File: src/rtl/complex_divider_pkg.sv
// -----------------------------------------------------------------------------
// complex_div_pkg
//   Shared types and width helpers for the sequential complex divider.
//   - state_e      : top-level FSM states (IDLE -> MUL -> DIV -> IDLE)
//   - prod_sel_e   : which operand pair the shared multiplier uses on each
//                    product edge, and which accumulator receives it
//   - calc_*       : derived widths from the operand width W and FRAC
// -----------------------------------------------------------------------------
package complex_div_pkg;

    typedef enum logic [1:0] {
        IDLE = 2'd0,
        MUL  = 2'd1,
        DIV  = 2'd2
    } state_e;

    // Product schedule; the encoding doubles as the product counter value k.
    typedef enum logic [2:0] {
        SEL_CC = 3'd0,  // den    += c*c
        SEL_DD = 3'd1,  // den    += d*d
        SEL_AC = 3'd2,  // num_re += a*c
        SEL_BD = 3'd3,  // num_re += b*d
        SEL_BC = 3'd4,  // num_im += b*c
        SEL_AD = 3'd5   // num_im -= a*d
    } prod_sel_e;

    localparam int W_DEFAULT    = 8;
    localparam int FRAC_DEFAULT = 4;

    // Product / denominator width.
    function automatic int calc_pw(input int w);
        return 2 * w;
    endfunction

    // Signed numerator accumulator width.
    function automatic int calc_nw(input int w);
        return 2 * w + 1;
    endfunction

    // Signed quotient output width.
    function automatic int calc_qw(input int w, input int frac);
        return w + 1 + frac;
    endfunction

    // Restoring-division iteration count (one quotient bit per edge).
    function automatic int calc_n(input int w, input int frac);
        return 2 * w + frac;
    endfunction

endpackage

File: src/rtl/complex_divider_div.sv
// -----------------------------------------------------------------------------
// seq_restoring_divider
//   Unsigned sequential restoring divider, one quotient bit per clock edge.
//   The dividend register shifts out its MSB into the partial remainder and
//   shifts the new quotient bit in at the LSB, so after ITER steps it holds
//   the quotient of (dividend >> (DW-ITER)) / divisor.
//
//   Ports:
//     clk_i       clock, rising edge
//     rst_i       asynchronous active-high reset
//     start_i     load dividend/divisor and begin ITER steps
//     dividend_i  unsigned dividend (DW bits)
//     divisor_i   unsigned divisor (VW bits)
//     quotient_o  low QOW bits of the quotient *after* the step taken at the
//                 coming edge; final when done_o is high
//     done_o      high in the cycle whose rising edge performs the last step
//
//   A zero divisor yields an all-ones quotient; the caller masks it.
// -----------------------------------------------------------------------------
module seq_restoring_divider
    import complex_div_pkg::*;
#(
    parameter int DW   = 20,
    parameter int VW   = 16,
    parameter int ITER = 20,
    parameter int QOW  = 12
) (
    input  logic            clk_i,
    input  logic            rst_i,
    input  logic            start_i,
    input  logic [DW-1:0]   dividend_i,
    input  logic [VW-1:0]   divisor_i,
    output logic [QOW-1:0]  quotient_o,
    output logic            done_o
);

    localparam int CW = $clog2(ITER + 1);

    logic [VW:0]   rem_q;
    logic [DW-1:0] dq_q;
    logic [VW-1:0] dv_q;
    logic [CW-1:0] cnt_q;

    logic [VW:0]   rem_sh;
    logic [VW:0]   rem_d;
    logic [DW-1:0] dq_d;
    logic          ge;

    // rem_q carries one spare bit so the true shifted remainder is never
    // truncated; it can only become set when the divisor is zero.
    always_comb begin
        rem_sh = {rem_q[VW-1:0], dq_q[DW-1]};
        ge     = rem_q[VW] | (rem_sh >= {1'b0, dv_q});
        rem_d  = ge ? (rem_sh - {1'b0, dv_q}) : rem_sh;
        dq_d   = {dq_q[DW-2:0], ge};
    end

    assign quotient_o = dq_d[QOW-1:0];
    assign done_o     = (cnt_q == CW'(1));

    always_ff @(posedge clk_i or posedge rst_i) begin
        if (rst_i) begin
            rem_q <= '0;
            dq_q  <= '0;
            dv_q  <= '0;
            cnt_q <= '0;
        end else if (start_i) begin
            rem_q <= '0;
            dq_q  <= dividend_i;
            dv_q  <= divisor_i;
            cnt_q <= CW'(ITER);
        end else if (cnt_q != '0) begin
            rem_q <= rem_d;
            dq_q  <= dq_d;
            cnt_q <= cnt_q - CW'(1);
        end
    end

endmodule

File: src/rtl/complex_divider.sv
// -----------------------------------------------------------------------------
// complex_divider
//   Sequential complex divider: Q = (a+jb)/(c+jd)
//                                  = ((ac+bd) + j(bc-ad)) / (c^2+d^2)
//   One shared WxW signed multiplier is used over six product edges, then two
//   lockstep restoring dividers produce the fixed-point quotients with FRAC
//   fractional bits, truncated toward zero.
//
//   Ports:
//     CLK, RST              clock (rising) / asynchronous active-high reset
//     IN_VALID, IN_READY    operand handshake
//     OP_1..OP_4            a, b, c, d (signed, W bits)
//     OUT_VALID             one-cycle pulse with a new result
//     REAL_PART_Q           signed real quotient (W+1+FRAC bits)
//     IMAG_PART_Q           signed imag quotient (W+1+FRAC bits)
//     DIV_BY_ZERO           c = d = 0 for the current result
//     DBG_STATE             current FSM state, for observation only
//
//   Handshake: operands are captured on the rising edge where
//   IN_VALID && IN_READY; IN_READY is high exactly when the FSM is IDLE
//   (including the OUT_VALID cycle). IN_VALID while busy is ignored and OP_*
//   are not sampled. Results and DIV_BY_ZERO hold until the next OUT_VALID.
//
//   Latency: accept edge + 6 product edges + 2W+FRAC divide edges; OUT_VALID
//   is high in the cycle after the last divide edge.
// -----------------------------------------------------------------------------
module complex_divider
    import complex_div_pkg::*;
#(
    parameter int W    = W_DEFAULT,
    parameter int FRAC = FRAC_DEFAULT
) (
    input  logic                   CLK,
    input  logic                   RST,
    input  logic                   IN_VALID,
    output logic                   IN_READY,
    input  logic signed [W-1:0]    OP_1,
    input  logic signed [W-1:0]    OP_2,
    input  logic signed [W-1:0]    OP_3,
    input  logic signed [W-1:0]    OP_4,
    output logic                   OUT_VALID,
    output logic signed [W+FRAC:0] REAL_PART_Q,
    output logic signed [W+FRAC:0] IMAG_PART_Q,
    output logic                   DIV_BY_ZERO,
    output state_e                 DBG_STATE
);

    localparam int PW = calc_pw(W);
    localparam int NW = calc_nw(W);
    localparam int QW = calc_qw(W, FRAC);
    localparam int N  = calc_n(W, FRAC);

    // ------------------------------------------------------------------
    // State and operand registers
    // ------------------------------------------------------------------
    state_e               state_q;
    prod_sel_e            k_q;
    logic signed [W-1:0]  a_q, b_q, c_q, d_q;
    logic [PW-1:0]        den_q;
    logic signed [NW-1:0] num_re_q, num_im_q;
    logic                 neg_re_q, neg_im_q, dbz_q;

    logic                 out_valid_q;
    logic [QW-1:0]        real_q, imag_q;
    logic                 dbz_out_q;

    // ------------------------------------------------------------------
    // Shared multiplier and accumulator next-values
    // ------------------------------------------------------------------
    logic signed [W-1:0]  mul_a, mul_b;
    logic signed [PW-1:0] prod;
    logic [NW-1:0]        prod_ext;
    logic [PW-1:0]        den_d;
    logic signed [NW-1:0] num_re_d, num_im_d;

    always_comb begin
        mul_a = c_q;
        mul_b = c_q;
        case (k_q)
            SEL_CC: begin mul_a = c_q; mul_b = c_q; end
            SEL_DD: begin mul_a = d_q; mul_b = d_q; end
            SEL_AC: begin mul_a = a_q; mul_b = c_q; end
            SEL_BD: begin mul_a = b_q; mul_b = d_q; end
            SEL_BC: begin mul_a = b_q; mul_b = c_q; end
            SEL_AD: begin mul_a = a_q; mul_b = d_q; end
            default: begin mul_a = c_q; mul_b = c_q; end
        endcase
    end

    assign prod     = mul_a * mul_b;
    assign prod_ext = {prod[PW-1], prod};

    always_comb begin
        den_d    = den_q;
        num_re_d = num_re_q;
        num_im_d = num_im_q;
        case (k_q)
            SEL_CC, SEL_DD: den_d    = den_q + prod;      // squares are >= 0
            SEL_AC, SEL_BD: num_re_d = num_re_q + prod_ext;
            SEL_BC:         num_im_d = num_im_q + prod_ext;
            SEL_AD:         num_im_d = num_im_q - prod_ext;
            default: ;
        endcase
    end

    // ------------------------------------------------------------------
    // Divider load: magnitudes of the final numerators (taken from the
    // k=5 next-values), scaled by 2^FRAC. |num| <= 2^(2W-1) fits PW bits.
    // ------------------------------------------------------------------
    logic [PW-1:0] abs_re, abs_im;
    logic          div_start;
    logic [QW-2:0] quo_re, quo_im;
    logic          done_re, done_im, div_done;

    assign abs_re    = num_re_d[NW-1] ? PW'(-num_re_d) : num_re_d[PW-1:0];
    assign abs_im    = num_im_d[NW-1] ? PW'(-num_im_d) : num_im_d[PW-1:0];
    assign div_start = (state_q == MUL) && (k_q == SEL_AD);

    seq_restoring_divider #(
        .DW   (N),
        .VW   (PW),
        .ITER (N),
        .QOW  (QW - 1)
    ) u_div_re (
        .clk_i      (CLK),
        .rst_i      (RST),
        .start_i    (div_start),
        .dividend_i ({abs_re, {FRAC{1'b0}}}),
        .divisor_i  (den_d),
        .quotient_o (quo_re),
        .done_o     (done_re)
    );

    seq_restoring_divider #(
        .DW   (N),
        .VW   (PW),
        .ITER (N),
        .QOW  (QW - 1)
    ) u_div_im (
        .clk_i      (CLK),
        .rst_i      (RST),
        .start_i    (div_start),
        .dividend_i ({abs_im, {FRAC{1'b0}}}),
        .divisor_i  (den_d),
        .quotient_o (quo_im),
        .done_o     (done_im)
    );

    assign div_done = done_re & done_im;

    // Reapply the numerator sign; a zero magnitude stays +0.
    logic [QW-1:0] res_re, res_im;
    assign res_re = neg_re_q ? (QW'(0) - {1'b0, quo_re}) : {1'b0, quo_re};
    assign res_im = neg_im_q ? (QW'(0) - {1'b0, quo_im}) : {1'b0, quo_im};

    // ------------------------------------------------------------------
    // FSM with registered outputs
    // ------------------------------------------------------------------
    always_ff @(posedge CLK or posedge RST) begin
        if (RST) begin
            state_q     <= IDLE;
            k_q         <= SEL_CC;
            a_q         <= '0;
            b_q         <= '0;
            c_q         <= '0;
            d_q         <= '0;
            den_q       <= '0;
            num_re_q    <= '0;
            num_im_q    <= '0;
            neg_re_q    <= 1'b0;
            neg_im_q    <= 1'b0;
            dbz_q       <= 1'b0;
            out_valid_q <= 1'b0;
            real_q      <= '0;
            imag_q      <= '0;
            dbz_out_q   <= 1'b0;
        end else begin
            out_valid_q <= 1'b0;
            case (state_q)
                IDLE: begin
                    if (IN_VALID) begin
                        a_q      <= OP_1;
                        b_q      <= OP_2;
                        c_q      <= OP_3;
                        d_q      <= OP_4;
                        den_q    <= '0;
                        num_re_q <= '0;
                        num_im_q <= '0;
                        k_q      <= SEL_CC;
                        state_q  <= MUL;
                    end
                end
                MUL: begin
                    den_q    <= den_d;
                    num_re_q <= num_re_d;
                    num_im_q <= num_im_d;
                    if (k_q == SEL_AD) begin
                        neg_re_q <= num_re_d[NW-1];
                        neg_im_q <= num_im_d[NW-1];
                        dbz_q    <= (den_d == '0);
                        state_q  <= DIV;
                    end else begin
                        k_q <= prod_sel_e'(k_q + 3'd1);
                    end
                end
                DIV: begin
                    if (div_done) begin
                        real_q      <= dbz_q ? '0 : res_re;
                        imag_q      <= dbz_q ? '0 : res_im;
                        dbz_out_q   <= dbz_q;
                        out_valid_q <= 1'b1;
                        state_q     <= IDLE;
                    end
                end
                default: state_q <= IDLE;
            endcase
        end
    end

    assign IN_READY    = (state_q == IDLE);
    assign OUT_VALID   = out_valid_q;
    assign REAL_PART_Q = real_q;
    assign IMAG_PART_Q = imag_q;
    assign DIV_BY_ZERO = dbz_out_q;
    assign DBG_STATE   = state_q;

endmodule

File: config.mk
export PLATFORM = sky130hd
export DESIGN_NAME = complex_divider
export DESIGN_NICKNAME = d
export VERILOG_FILES = /design/src/rtl/complex_divider_pkg.sv /design/src/rtl/complex_divider_div.sv /design/src/rtl/complex_divider.sv
export SDC_FILE = /design/constraint.sdc
export NUM_CORES = 1
export LEC_CHECK = 0
export CAP_MARGIN = 25
export CORE_MARGIN = 2
export CORE_UTILIZATION = 61
export DETAILED_ROUTE_END_ITERATION = 12
export GPL_TIMING_DRIVEN = 0
export PLACE_DENSITY_LB_ADDON = 0.15
export SETUP_SLACK_MARGIN = 0.2
export SYNTH_ARGS = -nofsm -noshare
export SYNTH_HDL_FRONTEND = slang
export SYNTH_HIERARCHICAL = 1
export SYNTH_SLANG_ARGS = --single-unit
File: constraint.sdc
create_clock -name CLK -period 12.8 [get_ports CLK]
set_input_delay 3.84 -clock CLK [delete_from_list [all_inputs] [get_ports CLK]]
set_output_delay 3.84 -clock CLK [all_outputs]
set_load 0.01 [all_outputs]
Word-level counts from Yosys, hierarchy flattened
Index checks and enable logic that the tools add are counted.

word-level totals
  input bits = 35
  logic and storage cells = 114
  output and inout bits = 31
  register bits after elaboration = 218

operators by class
  $mul = 1
  reduce and logical (&&, ||, !) cells = 20
  mux-type cells = 39
  add/subtract/negate cells = 13
  magnitude comparators = 2
  eq/ne operators = 13
  bitwise logic cells = 3

operators with widths
  operator               count
  $mux 17                8
  $pmux 17 s2            3
  $mux 20                4
  $mux 16                4
  $mux 13                4
  $add 17x17->17         2
  $ge 17x16->1           2
  $sub 17x16->17         2
  $neg 16->16            2
  $pmux 16 s2            1
  $sub 1x12->13 const A  2
  $pmux 8 s3             1
  $mux 5                 4
  $sub 17x17->17         1
  $add 16x16->16         1
  $logic_not 16->1       1
  $mul 8x8->16           1
  $eq 5x1->1 const B     2
  $reduce_bool 5->1      2
  $sub 5x1->5 const B    2
  $mux 8                 1
  $reduce_and 2->1       4
  $reduce_or 2->1        4
  $eq 3x2->1 const B     2
  20 further kinds       31

Longest topological paths before layout
Gate-level depths: netlist of the first run.

  depth in word-level cells = 9
  depth in mapped cells = 41
  depth with buffers taken out = 38

Cells and area by module
The synthesis of the first run kept the hierarchy.

by module, submodules not included
  module                 instances  sequential area each (µm²)  area an instance (µm²)  cells each
  complex_divider        1          2952.8                      11578.6                 1346
  seq_restoring_divider  2          1451.4                      3789.9                  419

Worst setup path before layout of the first run
OpenSTA, ideal clock, no wires.

  path kind = register to register
  from = reg k_q[2]
  to = reg u_div_im.dq_q[7]
  data arrival time = 8.480 ns
  path buffers = 3
  cell stages (with the launch flop) = 33
  data required time = 12.717 ns
  path slack = 4.237 ns
  period minus slack after synthesis = 8.563 ns
  cell sequence = dfrtp_1 > clkbuf_1 > clkinv_1 > ha_1 > nor2_1 > mux2i_1 > or2_2 > fa_1 > fa_1 > inv_1 > fa_1 > inv_1 > fa_1 > inv_1 > ha_1 > o21a_1 > or3_1 > a211o_1 > or4_1 > or4_1 > o21ai_0 > xnor2_1 > ha_1 > o21ai_0 > o31ai_1 > xnor2_1 > or3_1 > clkbuf_2 > buf_6 > a22oi_2 > xnor2_1 > nand2_1 > o21ai_0

on the way
  longest elaborated chain between the ends = 9
  elaborated cells on any way between the ends = 19
  those cells by class = add/sub: 3; mul: 1; eq/ne: 5; mux: 5; reduce/logical: 5

ends and longest elaborated chain
  item                                                                        line                                            text
  start, declared                                                             complex_divider.sv:57                           prod_sel_e k_q;
  start signal, assigned                                                      complex_divider.sv:203                          k_q <= prod_sel_e'(k_q + 3'd1);
  $eq 3x3->1 (tied with other cells)                                          complex_divider.sv:79, complex_divider.sv:97
  $reduce_or 2->1 (no source line) / $reduce_or 3->1 (equally long branches)  -
  $pmux 8 s3 / $mux 8 (equally long branches)                                 complex_divider.sv:79                           case (k_q)
  $mul 8x8->16                                                                complex_divider.sv:90                           assign prod = mul_a * mul_b;
  $sub 17x17->17 / $add 17x17->17 (equally long branches)                     complex_divider.sv:101, complex_divider.sv:100
  $pmux 17 s2 (*)                                                             complex_divider.sv:97                           case (k_q)
  $neg 16->16                                                                 complex_divider.sv:116                          assign abs_im = num_im_d[NW-1] ? PW'(-num_im_d) : num_im_d[PW-1:0];
  $mux 16 (*)                                                                 complex_divider.sv:116
  via abs_im[3]                                                               complex_divider.sv:110                          logic [PW-1:0] abs_re, abs_im;
  $mux 20 (*)                                                                 complex_divider_div.sv:67                       end else if (start_i) begin
  end signal, assigned                                                        complex_divider_div.sv:69                       dq_q <= dividend_i;
  end signal, assigned                                                        complex_divider_div.sv:74                       dq_q <= dq_d;
  end, declared                                                               complex_divider_div.sv:40                       logic [DW-1:0] dq_q;

Mark *: on every way through the listed nets, which the timed path passes. The rest lies on a longest branch.
A chain may end at the register's enable or synchronous reset.

Worst setup path in the final report of the first run
  from = reg k_q[2]
  to = reg u_div_re.dq_q[19]

on the way
  longest elaborated chain between the ends = 9
  elaborated cells on any way between the ends = 19
  those cells by class = add/sub: 2; mul: 1; eq/ne: 5; mux: 5; reduce/logical: 6

ends and longest elaborated chain
  item                                                                        line                       text
  $eq 3x3->1 (tied with other cells)                                          complex_divider.sv:79
  $reduce_or 2->1 (no source line) / $reduce_or 3->1 (equally long branches)  -
  $pmux 8 s3 / $mux 8 (equally long branches)                                 complex_divider.sv:79
  $mul 8x8->16                                                                complex_divider.sv:90
  $add 17x17->17                                                              complex_divider.sv:99      SEL_AC, SEL_BD: num_re_d = num_re_q + prod_ext;
  $mux 17 (*)                                                                 complex_divider.sv:97
  $neg 16->16                                                                 complex_divider.sv:115     assign abs_re = num_re_d[NW-1] ? PW'(-num_re_d) : num_re_d[PW-1:0];
  $mux 16 (*)                                                                 complex_divider.sv:115
  via abs_re[15]                                                              complex_divider.sv:110
  $mux 20 (*)                                                                 complex_divider_div.sv:67
  end signal, assigned                                                        complex_divider_div.sv:69
  end signal, assigned                                                        complex_divider_div.sv:74
  end, declared                                                               complex_divider_div.sv:40

Marked as above.

==> results of run 1 <==
final timing paths:
path                              from                 to  slack [ns]  depth (start not counted)
max reg2reg                     k_q[2]  u_div_re/dq_q[19]        2.53                         31
min in group asynchronous          RST     REAL_PART_Q[8]        3.73                          2
max in group asynchronous          RST        num_re_q[1]        8.26                          3
min                        DIV_BY_ZERO        DIV_BY_ZERO        0.48                          2
max                             k_q[2]  u_div_re/dq_q[19]        2.53                         31
min reg2reg                DIV_BY_ZERO        DIV_BY_ZERO        0.48                          2
cells by family after synthesis:
logic type | share of synthesized area, %
compound gates | 21.16
xor+xnor | 5.741
fa+ha+maj | 14.43
buf+inv | 6.505
flops | 30.56
mux | 5.303
other cells | 0.01957
simple gates | 16.27
metrics by stage:
step	instance area [um2]	setup WS (ns)	util [%]	hold WS [ns]
6_report	21400	2.534	69.60	0.4767
5_1_grt	21400	1.997	69.60	0.5065
4_1_cts	21400	2.650	69.60	0.4833
3_5_place_dp	20420	2.621	66.40	0.4708
3_3_place_gp	20330	2.816	66.12	0.4623
2_1_floorplan	19180	4.237	-	0.4697
area by class of cell:
class                   count  area (um2)  share of cell area (%)
plain buffers             114       570.5                   2.666
clock buffers              37       794.5                   3.713
clock inverters            13       187.7                  0.8770
inverters                 180       680.7                   3.181
multi-input cells        1663       12080                   56.46
flip-flops and latches    234        5856                   27.36
well taps                 396       495.5                   2.315
repair buffers             70       733.2                   3.426
state kept, by name (all words and copies together) (netlist names), 8 cells and up:
name,count
d_q,8
IMAG_PART_Q,13
REAL_PART_Q,13
den_q,16
u_div_im/dq_q,20
num_re_q,17
u_div_im/dv_q,16
b_q,8
u_div_im/rem_q,17
u_div_re/rem_q,17
a_q,8
u_div_re/dv_q,16
c_q,8
u_div_re/dq_q,20
num_im_q,17
routing by layer:
layer	global-route usage (%)	vias up
met5	0	-
met3	4.293	117
li1	-	7874
met4	12.33	0
met1	41.26	8088
met2	54.13	607
tightest hold or removal path, stage by stage, from the launching register on:
cell,delay (ns)
dfrtp_1,0.34
nand2_1,0.05
o21ai_0,0.06
synth_stat cells (all sizes together) (21+ instances only):
cell    number  share of area [%]
nand2      237                4.7
dfrtp      234                 31
o21ai      225                6.0
inv        179                3.5
nor2       164                3.2
ha         125                8.2
a21oi       83                2.2
xnor2       70                3.2
mux2i       61                3.2
fa          60                6.3
buf         58                1.9
clkbuf      56                1.1
xor2        53                2.4
nor3        42                1.1
nand3       41                1.1
or3         38                1.2
mux2        36                2.1
a211oi      29                1.2
o31ai       29                1.3
nand2b      25               0.82
o211ai      25               0.98
and2        24               0.78
a21o        23               0.90
o21a        23               0.91
a22o        21               0.96
a31oi       21               0.69
==> flow_summary.json, run 1 <==
{
  "drc": 0,
  "critical_path_class": "flip-flop to flip-flop",
  "rsz0062_at_grt": "no",
  "io_pins": 66,
  "antenna_found_initial": 0,
  "routed_wl_um": 51900,
  "syn_to_final_growth_pct": 11.70,
  "ctsLongestPathBuffers": 3,
  "fillers": 2503,
  "cpPeakStageDelay_ns": 0.84,
  "cts_max_level": 1,
  "die_w_um": 181.2,
  "critPathBufInv": 5,
  "yosysWarningCount": 6,
  "vias_per_cell": 6.164,
  "worstHoldPathType": "flip-flop to flip-flop",
  "root_buffer": "clkbuf_16",
  "dieHeight_um": 181.2,
  "vias": 16686,
  "cts_resized": 0,
  "fin_skew_ns": 0.02398,
  "drt-initial-drc-count": 1211,
  "grt_use_total_pct": 31.80,
  "drt_pass1_iterations": 5,
  "critPathLaunchType": "flip-flop",
  "cp_max_fo": 10,
  "period_share_pct": 80.20,
  "yosys_most_used_dff": "dfrtp_1",
  "ant_nets": 0,
  "cts_buffers": 28,
  "drv_cap": 0,
  "drive_above_1_share_pct": 9.044,
  "rows": 64,
  "synth-seq-cells": 234,
  "clock_sinks": 234,
  "wl_met2_um": 24450,
  "final_common_cell": "dfrtp_1",
  "clk_latency_ns": 0.56,
  "status": "finished clean",
  "synth.yosys.seq_area_share_pct": 30.56,
  "port_buffers": 65,
  "clk_pin_slew_ns": 0.06,
  "hpwlAfterDp_um": 40070,
  "final_cell_mix": "dfrtp_1 (234), nand2_1 (233), o21ai_0 (212)",
  "grt_first_pass_wirelength_um": 85000,
  "stdcell_count": 2707,
  "post-cts-setup-buffers": 0,
  "finalHoldViolCount": 0,
  "met1_length_um": 21960,
  "synthCells": 2184,
  "coreArea_mm2": 0.03075,
  "tns_ns": 0,
  "grt-ovfl-total": 0,
  "finalSetupViolations": 0,
  "crit_slowest_cell": "xor2_1",
  "wire_per_inst_um": 19.17,
  "hold_buffers": 0,
  "cp_common_cell": "fa_1",
  "post-route-min-period_ns": 10.27,
  "relSlewSlack_pct": 17.16,
  "grt_start_max_net_pins": 93,
  "endpoint_kind": "flip-flop",
  "required_ns": 13.23,
  "synth-async-reset-ratio_pct": 100.0,
  "highest_layer": "met4",
  "slew_violations": 0,
  "synth-edff-count": 0,
  "cts_tree": "yes",
  "synth.distinct_cells": 91,
  "initial_core_util_pct": 62.30,
  "nNetsFinal": 2511,
  "avgSynthCellArea_um2": 8.772,
  "met3_length_um": 3413,
  "grt_pass1_vias": 16515,
  "fmax_ghz": 0.09741,
  "worst_slew_pin_slew_ns": 1.243,
  "antennaDiodeCount": 0,
  "dp.cells": 2657,
  "gp_congestion": 0.9371,
  "die-area_mm2": 0.03284,
  "netlist_area_mm2": 0.01916,
  "cp.arrival_ns": 10.69,
  "crit_family": "adder cells"
}
Power of run 1 is left out: the tool's default activity adds up to more than one toggle a clock period on the data nets, which glitch-free logic cannot reach.
==> run 2: changes to the inputs <==
--- a/config.mk
+++ b/config.mk
@@ -7,7 +7,7 @@
 export LEC_CHECK = 0
 export CAP_MARGIN = 25
 export CORE_MARGIN = 2
-export CORE_UTILIZATION = 61
+export CORE_UTILIZATION = 57
 export DETAILED_ROUTE_END_ITERATION = 12
 export GPL_TIMING_DRIVEN = 0
 export PLACE_DENSITY_LB_ADDON = 0.15
==> constraint.sdc (replaced) <==
create_clock -name CLK -period 9.4 [get_ports CLK]
set_input_delay 2.82 -clock CLK [delete_from_list [all_inputs] [get_ports CLK]]
set_output_delay 2.82 -clock CLK [all_outputs]
set_load 0.01 [all_outputs]
==> flow_summary.json, run 2 (synthesis results as in run 1) <==
{
  "status": "finished clean",
  "slew_violations": 0,
  "gp_congestion": 0.9191,
  "nNetsFinal": 2524,
  "fmax_ghz": 0.1146,
  "met1_length_um": 22440,
  "cp.arrival_ns": 9.19,
  "cts_max_level": 1,
  "antennaDiodeCount": 0,
  "holdWs_ns": 0.4749,
  "port_buffers": 65,
  "io_pins": 66,
  "multiInputGateArea_mm2": 0.01239,
  "grt_use_total_pct": 29.71,
  "die-area_mm2": 0.03509,
  "cpPeakStageDelay_ns": 0.60,
  "post-route-min-period_ns": 8.726,
  "grt_pass1_vias": 16160,
  "antenna_found_initial": 0,
  "wl_met2_um": 25210,
  "dieHeight_um": 187.3,
  "ff_latch_area_mm2": 0.005857,
  "vias_per_cell": 5.998,
  "syn_to_final_growth_pct": 14.05,
  "crit_slowest_cell": "or4_1",
  "final_cell_mix": "dfrtp_1 (233), nand2_1 (230), o21ai_0 (210)",
  "coreArea_mm2": 0.03328,
  "clk_latency_ns": 0.56,
  "final_common_cell": "dfrtp_1",
  "fin_ws_ns": 0.6739,
  "pre_cts_ws_ns": -0.6905,
  "wire_per_inst_um": 18.98,
  "drt-initial-drc-count": 1253,
  "root_buffer": "clkbuf_16",
  "cts_tree": "yes",
  "cp_max_fo": 10,
  "hold_buffers": 0,
  "drc": 0,
  "worstHoldPathType": "flip-flop to flip-flop",
  "finalSetupViolations": 0,
  "met3_length_um": 2630,
  "grt-ovfl-total": 0,
  "fillers": 2748,
  "reg_top3": "u_div_im/dq_q (20), u_div_re/dq_q (20)",
  "initial_core_util_pct": 57.57,
  "relSlewSlack_pct": 40.48,
  "endpoint_kind": "flip-flop",
  "drive_above_1_share_pct": 11.57,
  "critPathLaunchType": "flip-flop",
  "routed_wl_um": 52620,
  "clock_sinks": 234,
  "grt_start_max_net_pins": 92,
  "period_share_pct": 92.83,
  "drv_cap": 0,
  "finalHoldViolCount": 0,
  "die_w_um": 187.3,
  "drt_pass1_iterations": 5,
  "highest_layer": "met4",
  "cp_common_cell": "fa_1",
  "hpwlAfterDp_um": 39870,
  "tns_ns": 0,
  "clk_pin_slew_ns": 0.06,
  "vias": 16626,
  "rows": 67,
  "critical_path_class": "flip-flop to flip-flop",
  "ctsLongestPathBuffers": 3,
  "cts_buffers": 27,
  "grt_first_pass_wirelength_um": 84480,
  "required_ns": 9.87,
  "ant_nets": 0,
  "rsz0062_at_grt": "no",
  "fin_skew_ns": 0.01921,
  "worst_slew_pin_slew_ns": 0.8703
}
run 2: metrics by stage:
step / util, % / cell area (um2) / instances
3_3_place_gp: 61.28 / 20400 / 2704
2_1_floorplan: - / 19180 / 2191
5_1_grt: 65.66 / 21850 / 2772
4_1_cts: 64.56 / 21490 / 2757
3_5_place_dp: 61.50 / 20470 / 2707
6_report: 65.66 / 21850 / 2772
run 2: critical path, delay by kind of cell, from the launching register on:
family,cells,cell delay (ns)
AO/OA/AOI/OAI,8,1.62
adder cells (fa/ha/maj),7,3.10
buffers and inverters,7,0.88
AND/OR/NAND/NOR,8,2.07
XOR/XNOR,4,0.61
flip-flops,1,0.37
run 2: layout make-up:
class                   count  area share (%)
repair buffers             84           3.894
well taps                 448           2.565
clock buffers              35           3.504
flip-flops and latches    234           26.80
plain buffers             114           2.651
inverters                 180           3.132
clock inverters            14          0.7558
multi-input cells        1663           56.69
run 2: final timing paths:
| check | slack [ns] | to | startpoint | depth (start not counted) |
|---|---|---|---|---|
| worst min register to register | 0.47 | IMAG_PART_Q[5] | IMAG_PART_Q[5] | 2 |
| min in group asynchronous | 2.77 | IMAG_PART_Q[0] | RST | 2 |
| worst max register to register | 0.67 | u_div_im/dq_q[19] | k_q[1] | 34 |
| worst min-delay path | 0.47 | IMAG_PART_Q[5] | IMAG_PART_Q[5] | 2 |
| worst max-delay path | 0.67 | u_div_im/dq_q[19] | k_q[1] | 34 |
| max in group asynchronous | 5.86 | k_q[2] | RST | 3 |
run 2: layer usage:
metal | up-vias | GRT usage (%)
li1 | 7907 | -
met1 | 8056 | 38.64
met2 | 551 | 51.14
met3 | 112 | 2.889
met4 | 0 | 11.84
met5 | - | 0
run 2: timing repair:
| item | CTS | global route |
|---|---|---|
| pin swaps | 1 | 13 |
| gates resized for setup | 17 | 55 |
| endpoints found under the setup margin | 40 | 32 |
| setup buffers | 1 | 15 |
Power of run 2 is left out for the same reason.
